$ cat config.mk
export PLATFORM = sky130hd
export DESIGN_NAME = adder_arbiter
export DESIGN_NICKNAME = d
export VERILOG_FILES = /design/src/rtl/adder_arbiter.sv
export SDC_FILE = /design/constraint.sdc
export NUM_CORES = 1
export LEC_CHECK = 0
export ABC_AREA = 1
export BUFFER_PORTS_ARGS = -buffer_cell sky130_fd_sc_hd__buf_4
export CAP_MARGIN = 20
export CORE_UTILIZATION = 44
export CTS_BUF_LIST = sky130_fd_sc_hd__clkbuf_4 sky130_fd_sc_hd__clkbuf_8 sky130_fd_sc_hd__clkbuf_16
export DETAILED_ROUTE_END_ITERATION = 8
export PLACE_DENSITY = 0.81
export SYNTH_ARGS = -nofsm -noshare
export SYNTH_HDL_FRONTEND = slang
export SYNTH_SLANG_ARGS = --single-unit
$ cat constraint.sdc
create_clock -name clk -period 1.7 [get_ports clk]
set_input_delay 0.085 -clock clk [delete_from_list [all_inputs] [get_ports clk]]
set_output_delay 0.085 -clock clk [all_outputs]
set_load 0.03 [all_outputs]
$ cat src/rtl/adder_arbiter.sv
// adder_arbiter: shares one combinational W-bit adder among NREQ requesters, returns {id, sum}.
// Latency: grant at edge N, rsp_valid from cycle N+1; one operation per 2 cycles at best.
// Backpressure: rsp_ready low holds RESP with rsp_* stable and all req_ready low.
// Define ADD_ARB_RR_EN for round-robin arbitration; the default build uses fixed priority (lowest index wins).
module adder_arbiter #(
  parameter  int NREQ = 4,
  parameter  int W    = 16,
  localparam int IDW  = $clog2(NREQ)
) (
  input  logic                 clk,
  input  logic                 rst_n,
  input  logic [NREQ-1:0]      req_valid,
  output logic [NREQ-1:0]      req_ready,
  input  logic [NREQ*W-1:0]    req_a,
  input  logic [NREQ*W-1:0]    req_b,
  output logic [W-1:0]         add_a,
  output logic [W-1:0]         add_b,
  input  logic [W:0]           add_sum,
  output logic                 rsp_valid,
  input  logic                 rsp_ready,
  output logic [IDW-1:0]       rsp_id,
  output logic [W:0]           rsp_sum,
  output logic                 busy
);

  typedef enum logic [1:0] {IDLE, EXEC, RESP} state_t;

  state_t         state;
  logic [W-1:0]   op_a;
  logic [W-1:0]   op_b;
  logic [IDW-1:0] op_id;

  logic [IDW-1:0] gnt;
  logic [W-1:0]   gnt_a;
  logic [W-1:0]   gnt_b;
  logic           gnt_found;
  logic           slot_free;
  logic           grant_en;

`ifdef ADD_ARB_RR_EN
  logic [IDW-1:0] ptr;
  int             rr_idx;

  // Round-robin pick: first valid requester at or above ptr, wrapping.
  always_comb begin
    gnt       = '0;
    gnt_a     = '0;
    gnt_b     = '0;
    gnt_found = 1'b0;
    rr_idx    = 0;
    for (int i = 0; i < NREQ; i++) begin
      rr_idx = int'(ptr) + i;
      if (rr_idx >= NREQ) rr_idx = rr_idx - NREQ;
      if (!gnt_found && req_valid[rr_idx]) begin
        gnt_found = 1'b1;
        gnt       = IDW'(rr_idx);
        gnt_a     = req_a[rr_idx*W +: W];
        gnt_b     = req_b[rr_idx*W +: W];
      end
    end
  end
`else
  // Fixed-priority pick: the lowest-index valid requester wins.
  always_comb begin
    gnt       = '0;
    gnt_a     = '0;
    gnt_b     = '0;
    gnt_found = 1'b0;
    for (int i = NREQ - 1; i >= 0; i--) begin
      if (req_valid[i]) begin
        gnt_found = 1'b1;
        gnt       = IDW'(i);
        gnt_a     = req_a[i*W +: W];
        gnt_b     = req_b[i*W +: W];
      end
    end
  end
`endif

  // The adder slot is free in IDLE, or in RESP on the cycle the result is taken.
  assign slot_free = (state == IDLE) || ((state == RESP) && rsp_ready);
  assign grant_en  = slot_free && gnt_found;
  assign req_ready = grant_en ? (NREQ'(1) << gnt) : '0;

  // Adder inputs come straight from the operand registers, so they move only on a grant.
  assign add_a = op_a;
  assign add_b = op_b;

  // Sequencer FSM with registered rsp_valid/busy; operands latch on every grant.
  always_ff @(posedge clk or negedge rst_n) begin
    if (!rst_n) begin
      state     <= IDLE;
      op_a      <= '0;
      op_b      <= '0;
      op_id     <= '0;
      rsp_sum   <= '0;
      rsp_id    <= '0;
      rsp_valid <= 1'b0;
      busy      <= 1'b0;
`ifdef ADD_ARB_RR_EN
      ptr       <= '0;
`endif
    end else begin
      if (grant_en) begin
        op_a  <= gnt_a;
        op_b  <= gnt_b;
        op_id <= gnt;
`ifdef ADD_ARB_RR_EN
        ptr   <= (gnt == IDW'(NREQ - 1)) ? '0 : gnt + 1'b1;
`endif
      end
      case (state)
        IDLE: begin
          if (grant_en) begin
            state <= EXEC;
            busy  <= 1'b1;
          end
        end
        EXEC: begin
          rsp_sum   <= add_sum;
          rsp_id    <= op_id;
          rsp_valid <= 1'b1;
          state     <= RESP;
        end
        RESP: begin
          if (rsp_ready) begin
            rsp_valid <= 1'b0;
            if (grant_en) begin
              state <= EXEC;
            end else begin
              state <= IDLE;
              busy  <= 1'b0;
            end
          end
        end
        default: begin
          state     <= IDLE;
          rsp_valid <= 1'b0;
          busy      <= 1'b0;
        end
      endcase
    end
  end

endmodule

* Word level (Yosys, flattened, before mapping) *
Index checks and enable logic that the tools add are counted.

storage, ports and cells
  flip-flop bits (word level) = 57
  input bits = 152
  logic and storage cells = 50

operators by class
  equality and inequality tests = 5
  shift operators = 1
  mux-type cells = 27
  bitwise operators = 2
  reductions and logical operators = 7

operators by type and width
  operator                                                               number
  16-bit two-way mux                                                     8
  2-bit two-way mux                                                      6
  1-bit two-way mux                                                      9
  2-bit != test, second input constant                                   3
  1-bit one-hot mux with 3 select lines                                  2
  2-bit one-hot mux with 3 select lines                                  1
  4-bit two-way mux                                                      1
  2-bit AND reduction                                                    2
  4-bit AND reduction                                                    1
  1-bit by 2-bit << shifter with 4-bit output, first input constant      1
  2-bit by 1-bit equality test with 1-bit output, second input constant  1
  2-bit equality test, second input constant                             1
  1-bit logical AND                                                      2
  2-bit logical NOT                                                      1
  1-bit NOT                                                              2
  1-bit logical OR                                                       1

* Logic depth before layout (Yosys ltp) *
Gate-level depths: netlist of run 1.

  word-level depth = 8
  depth in mapped cells = 9
  mapped depth without buffers = 7

* Worst setup path before layout of run 1 *
No wires, ideal clock.

  kind = reg2out
  start = reg state[1]
  end = out req_ready[0]
  arrival = 1572 ps
  data required time = 1615 ps
  setup slack = 43 ps
  cell stages (with the launch flop) = 7
  path buffers = 1
  cell sequence = dfrtp_1 -> inv_1 -> nand2_1 -> nand2_1 -> nand2_4 -> buf_4 -> nor3_1

on the way
  longest elaborated chain between the ends = 5
  elaborated cells on any way between the ends = 6
  those cells by class = eq/ne: 1; mux: 1; reduce/logical: 4

ends and longest elaborated chain
  element                   line  text
  start: declaration        28    state_t state;
  start signal: assignment  92    state <= IDLE;
  start signal: assignment  115   state <= EXEC;
  start signal: assignment  123   state <= RESP;
  2-bit equality test       81    assign slot_free = (state == IDLE) || ((state == RESP) && rsp_ready);
  1-bit logical AND         81
  1-bit logical OR (*)      81
  1-bit logical AND (*)     82    assign grant_en = slot_free && gnt_found;
  4-bit two-way mux (*)     83    assign req_ready = grant_en ? (NREQ'(1) << gnt) : '0;
  end: declaration          13    output logic [NREQ-1:0] req_ready,

Mark *: on every way between the ends. The rest lies on a longest branch, timed or not.

* Worst setup path in the final report of run 1 *
  start = reg state[1]
  end = out req_ready[1]

The elaborated chain is that of the path after synthesis.

==> results of run 1 <==
==> final cells by class <==
type / instances / area (sq um)
clock buffer: 9 / 124
clock inverter: 7 / 103
fill: 578 / 1940
inverter: 10 / 40.0
multi-input combinational: 404 / 1780
sequential: 57 / 1430
tap: 99 / 124
timing repair buffer: 241 / 1870
==> sequential cells by signal, indices dropped and copies added (netlist names) <==
name	flops
rsp_id	2
add_a	16
rsp_sum	17
add_b	16
busy	1
state	2
rsp_valid	1
op_id	2
==> worst max-delay path: stages, from the launching register on <==
cell,delay (ns)
dfrtp_1,0.40
inv_1,0.11
nand2_1,0.07
nand2_2,0.10
nand2_4,0.09
inv_4,0.08
nand2_1,0.08
nor2_2,0.13
buf_6,0.14
==> routing by layer <==
layer / GRT usage, % / vias up / share of wire, %
li1: - / 2011 / -
met1: 35.3 / 1944 / 37
met2: 55.1 / 208 / 53
met4: 12.1 / 0 / 2.8
met3: 7.07 / 29 / 7.2
met5: 0 / - / 0
==> power groups by stage <==
stage	Combinational, mW	Sequential, mW	Clock, mW
6_report	4.84	2.45	1.46
5_1_grt	5.18	2.52	1.56
4_1_cts	4.71	2.42	1.48
3_5_place_dp	4.61	2.45	0
3_3_place_gp	4.49	2.41	0
2_1_floorplan	1.77	3.66	0
==> placed cells by master (no fill, tap or decap), types with 2 or more instances in the layout <==
cell,count
nand3_1,34
bufinv_16,2
clkbuf_8,9
dlygate4sd3_1,18
nor2_4,2
inv_2,2
nand2_1,238
nor3_1,2
inv_1,7
dfrtp_1,57
o21ai_1,2
a21oi_1,33
nor2_1,66
nand3b_1,2
clkinv_4,3
o21ai_0,3
mux2_2,17
nand2_2,3
buf_4,221
==> per-stage QoR <==
| step | instance area (sq um) | power, mW |
|---|---|---|
| 5_1_grt | 5460 | 9.26 |
| 4_1_cts | 5430 | 8.62 |
| 3_5_place_dp | 5000 | 7.06 |
| 3_3_place_gp | 5000 | 6.91 |
| 2_1_floorplan | 3440 | 5.43 |
| 6_report | 5460 | 8.75 |
==> final timing paths <==
path / endpoint / startpoint / depth (start not counted) / slack (ns)
setup / recovery: req_ready[1] / state[1] / 8 / 0.06
hold / removal: add_b[15] / req_b[31] / 5 / 0.05
setup reg to reg: add_a[12] / state[1] / 9 / 0.22
hold reg to reg: add_a[2] / add_a[2] / 2 / 0.49
max in group asynchronous: add_a[3] / rst_n / 2 / 0.85
min in group asynchronous: add_b[13] / rst_n / 2 / 0.34
==> cells by family after synthesis <==
logic type,after synthesis,share of synthesized area [%]
AO/OA/AOI/OAI,38,5.52
buffers and inverters,44,7.19
flip-flops,57,41.4
multiplexers,17,5.56
AND/OR/NAND/NOR,349,40.3
==> repair_timing <==
action                                 in CTS  in global routing
hold buffers                               18                  0
setup endpoints to repair                   2                  2
pin swaps                                   1                  4
resized for setup                           2                  4
buffers inserted                            2                  4
endpoints found under the hold margin      74                  0
==> metrics.md, run 1 <==
| Metric | Value |
|---|---|
| Outcome | `finished, final reports clean` |
| Most frequent cell after synthesis | `nand2_1` |
| Routed wire length | `between 10 and 15 mm` |
| CTS Buffer Depth | `2` |
| Final nets | `roughly 880` |
| Proportion of power drawn by the clock network | `16.7%` |
| Clock root cell | `clkbuf_8` |
| Pleak | `3.01 nW` |
| Post-route setup slack | `about 0.056 ns` |
| Number of flops mapped to enable cells by yosys | `0` |
| Mapped Area | `between 0.003 and 0.004 sq mm` |
| Die area | `between 0.008 and 0.009 sq mm` |
| Worst min path class | `in -> reg` |
| Clock slew at reported path FFs | `about 0.080 ns` |
| Worst setup EP type | `output port` |
| Cell Int Power | `4.79 mW` |
| Starting density of the core | `46.5%` |
| CTS sink cnt | `between 50 and 60` |
| H-tree depth | `3` |
| Share of flip-flops with an asynchronous set or reset | `100%` |
| Area Overhead vs Synth | `58.7%` |
| Slew @ Worst Pin | `0.737 ns` |
| Post-route non-filler standard cell count | `between 800 and 900` |
| HPWL Detailed | `approximately 8.3 mm` |
| Sw power | `just under 4 mW` |
| WS Path Type | `reg -> out` |
| Wire length per cell | `around 15 microns` |
| Num rows | `31` |
| Vias per cell | `5.07` |
| Total grt overflow | `0` |
| Post-synth top area share | `about 41%` |
| Power per standard cell area | `between 1500 and 2000 mW/mm^2` |
| Initial antenna violation count | `0` |
| Clock Latency Late Sink | `around 0.34 ns` |
| Reg power frac | `28.0%` |
| Largest net degree at the start of global routing | `58` |
| I/O pin count | `209` |
| Slew Limit Fails | `0` |
| Fmax | `~0.61 GHz` |
| Synth Flop Type | `dfrtp_1` |
| Top post-synthesis cells by area | `dfrtp_1, nand2_1, nor2_1` |
| Placed Cells incl. Taps | `a little under 800` |
| Worst Hold Slack | `roughly 0.048 ns` |
| Max IR drop VDD | `around 0.0012 V` |
| Max-cap violations | `0` |
| Final Hold Fails | `0` |
| Routability cong. | `roughly 0.80` |
| # port buffers | `around 210` |
| Die X | `between 90 and 100 microns` |
| Vias in the first global route | `4191` |
| Fin Clk Skew | `roughly 0.013 ns` |
| Period utilization | `96.7%` |
| DP Worst Slack | `roughly 0.25 ns` |
| Num CTS Buffers | `9` |
| Syn Nets | `around 660` |
| Antenna-violating nets left | `0` |
| Cell taking the most area after synthesis | `dfrtp_1` |
| Net Sw Frac | `45.3%` |
| WP data required | `approximately 1.6 ns` |
| DRT iter0 DRCs | `just under 200` |
| Yosys Warn Count | `0` |
| Synth cell types | `20` |
| Crit path max fanout | `6` |
| DR vias | `between 4000 and 5000` |
| Die Height | `90.5 microns` |
| Top cells by count, synth | `nand2_1, nor2_1, dfrtp_1` |
| TritonCTS clock tree | `yes` |
| Slew headroom | `50.8%` |
| Syn Inst Count | `just over 500` |
| DR DRC count | `0` |
| CP startpoint kind | `register` |
| Yosys reg bits | `57` |
| Global Route Usage Sum | `a little under a third` |
| Share of cells above drive strength 1 | `between 30% and 40%` |
| Antenna fix cells | `0` |
| Core area | `0.00741 sq mm` |
| CP arrival | `1.56 ns` |
| Final Util | `73.8%` |
| Sequential fraction of the synthesis area | `approximately two fifths` |
| Drt first pass iters | `4` |
| Tmin final | `~1.6 ns` |
| First-pass GRT wire length | `roughly 20 mm` |
| Combinational share of power | `55.3%` |
| Setup TNS | `0 ns` |
| Final setup fails | `0` |
| Avg Cell Area, Syn | `around 6.8 sq um` |
Power figures use the tool's default switching activity.
==> run 2, diff against run 1 <==
CORE_UTILIZATION = 40   (was 44)
PLACE_DENSITY = 0.78   (was 0.81)
SKIP_CTS_REPAIR_TIMING = 1   (was default)
clock period = 1.4 ns   (was 1.7 ns; I/O delays follow)
==> metrics.md, run 2 (synthesis results as in run 1) <==
| Metric | Value |
|---|---|
| Routability cong. | `0.852 (+6.3%)` |
| # port buffers | `208 (unchanged)` |
| Vias in the first global route | `3876 (-7.5%)` |
| DRT iter0 DRCs | `118 (-39%)` |
| Worst setup EP type | `output port` |
| Commonest non-fill, non-tap cell in the layout | `nand2_1` |
| CP Cell Sequence | `inv_2 > nand2_2 > nand2_2 > buf_4 > nand2_1 > nor2_1 > buf_4` |
| Power per standard cell area | `1980 mW/mm^2 (+23%)` |
| Slowest CP cell | `dfrtp_1` |
| Period utilization | `112%` |
| Worst min path class | `in -> reg` |
| H-tree depth | `3 (unchanged)` |
| Post-route non-filler standard cell count | `847 (+2.4%)` |
| Wire length per cell | `14.9 microns (+1.0%)` |
| Outcome | `finished, violations left` |
| Fmax | `about 0.64 GHz` |
| Die X | `94.8 microns (+4.8%)` |
| Clock slew at reported path FFs | `0.08 ns (about the same)` |
| CP peak stage delay | `0.40 ns (about the same)` |
| Share of cells above drive strength 1 | `39.4% (+2.8 points)` |
| DP Worst Slack | `0.0695 ns (-0.177 ns)` |
| Setup TNS | `-1.30 ns (-1.30 ns)` |
| CP arrival | `1.49 ns (-0.07 ns)` |
| Top reg by flops | `rsp_sum` |
| Final setup fails | `22 (+22)` |
| DR vias | `4137 (-1.3%)` |
| Most frequent cells in the layout | `nand2_1, buf_4, nor2_1` |
| Global Route Usage Sum | `24.6% (-6.2 points)` |
| Num CTS Buffers | `9 (unchanged)` |
| Routed wire length | `12.6 mm (+3.5%)` |
| Starting density of the core | `41.7% (-4.8 points)` |
| Largest net degree at the start of global routing | `44 (-24%)` |
| Post-route setup slack | `-0.164 ns (-0.220 ns)` |
| I/O pin count | `209 (unchanged)` |
| First-pass GRT wire length | `17.1 mm (-14%)` |
| WP data required | `1.33 ns (-0.29 ns)` |
| Clock Latency Late Sink | `0.34 ns (about the same)` |
| WP buf/inv | `3 (unchanged)` |
| Antenna-violating nets left | `0 (unchanged)` |
| Total grt overflow | `0 (unchanged)` |
| Final nets | `889 (+1.6%)` |
| CTS Buffer Depth | `2 (unchanged)` |
| Initial antenna violation count | `0 (unchanged)` |
| Pleak | `3.11 nW (+3.3%)` |
| RSZ-0062 raised after global routing | `yes` |
| HPWL Detailed | `8.29 mm (-0.38%)` |
| Slew Limit Fails | `0 (unchanged)` |
| Crit path max-delay family | `flip-flops` |
| Core area | `0.00826 sq mm (+11%)` |
| Tmin final | `1.56 ns` |
| Failing checks | `negative setup slack` |
| TritonCTS clock tree | `yes` |
| CP startpoint kind | `register` |
| Antenna fix cells | `0 (unchanged)` |
| Slew @ Worst Pin | `0.376 ns (-0.361 ns)` |
| Max-cap violations | `0 (unchanged)` |
| Clock root cell | `clkbuf_8` |
| # fillers | `677 (+17%)` |
| Max IR drop VDD | `0.00166 V (+34%)` |
| Die Height | `94.8 microns (+4.8%)` |
| Crit path max fanout | `3 (-3)` |
| Vias per cell | `4.88 (-3.6%)` |
| WS Path Type | `reg -> out` |
| Worst Hold Slack | `0.0402 ns (-0.00737 ns)` |
| DR DRC count | `0 (unchanged)` |
| Slew headroom | `74.7% (+24 points)` |
| CTS sink cnt | `57 (unchanged)` |
| Placed Cells incl. Taps | `801 (+1.8%)` |
| Fin Clk Skew | `0.0109 ns (-0.00216 ns)` |
| Die area | `0.00898 sq mm (+9.8%)` |
| Max reg flops | `17 (unchanged)` |
| Drt first pass iters | `6 (+2)` |
| Final Hold Fails | `0 (unchanged)` |
| Num rows | `33 (+6.5%)` |
| Area Overhead vs Synth | `65.3%` |
==> run 2: layer usage <==
| metal | share of wire (%) | vias to the layer above | track usage (%) |
|---|---|---|---|
| met3 | 6.4 | 31 | 6.92 |
| met2 | 53 | 162 | 44.8 |
| met5 | 0 | - | 0 |
| li1 | - | 2042 | - |
| met1 | 39 | 1902 | 27.0 |
| met4 | 2.2 | 0 | 8.71 |
==> run 2: path summary, 6_finish.rpt <==
kind                       startpoint           end  slack (ns)  cells past startpoint
min in group asynchronous       rst_n     add_b[11]        0.17                      2
max in group asynchronous       rst_n      add_b[3]        0.72                      3
hold / removal              req_b[25]      add_b[9]        0.04                      5
setup reg to reg             state[0]      add_a[0]       -0.09                     10
setup / recovery             state[0]  req_ready[2]       -0.16                      7
hold reg to reg             add_a[14]     add_a[14]        0.48                      2
==> run 2: worst reg2reg max path, delay by kind of cell, from the launching register on <==
| kind | cells | cell delay (ns) |
|---|---|---|
| simple gates | 6 | 0.49 |
| buf+inv | 4 | 0.55 |
| flops | 1 | 0.40 |
==> run 2: area by class of cell <==
class / count / area (sq um) / share of cell area (%)
sequential: 57 / 1430 / 25.1
timing repair buffer: 255 / 2040 / 35.8
clock buffer: 9 / 124 / 2.18
multi-input combinational: 404 / 1830 / 32.1
tap: 105 / 131 / 2.31
inverter: 10 / 40.0 / 0.704
clock inverter: 7 / 103 / 1.80
==> run 2: stage by stage <==
step	utilization [%]	area, sq um	power (mW)
2_1_floorplan	-	3450	6.61
3_3_place_gp	61.6	5090	8.47
3_5_place_dp	61.6	5090	8.68
4_1_cts	64.4	5320	10.5
5_1_grt	68.9	5690	11.9
6_report	68.9	5690	11.3
==> run 2: where the power goes <==
group	total, mW	internal, mW	leakage [nW]	switching (mW)
clock	1.78	1.02	0.110	0.763
combinational	6.49	2.68	2.32	3.81
sequential	2.98	2.49	0.686	0.494
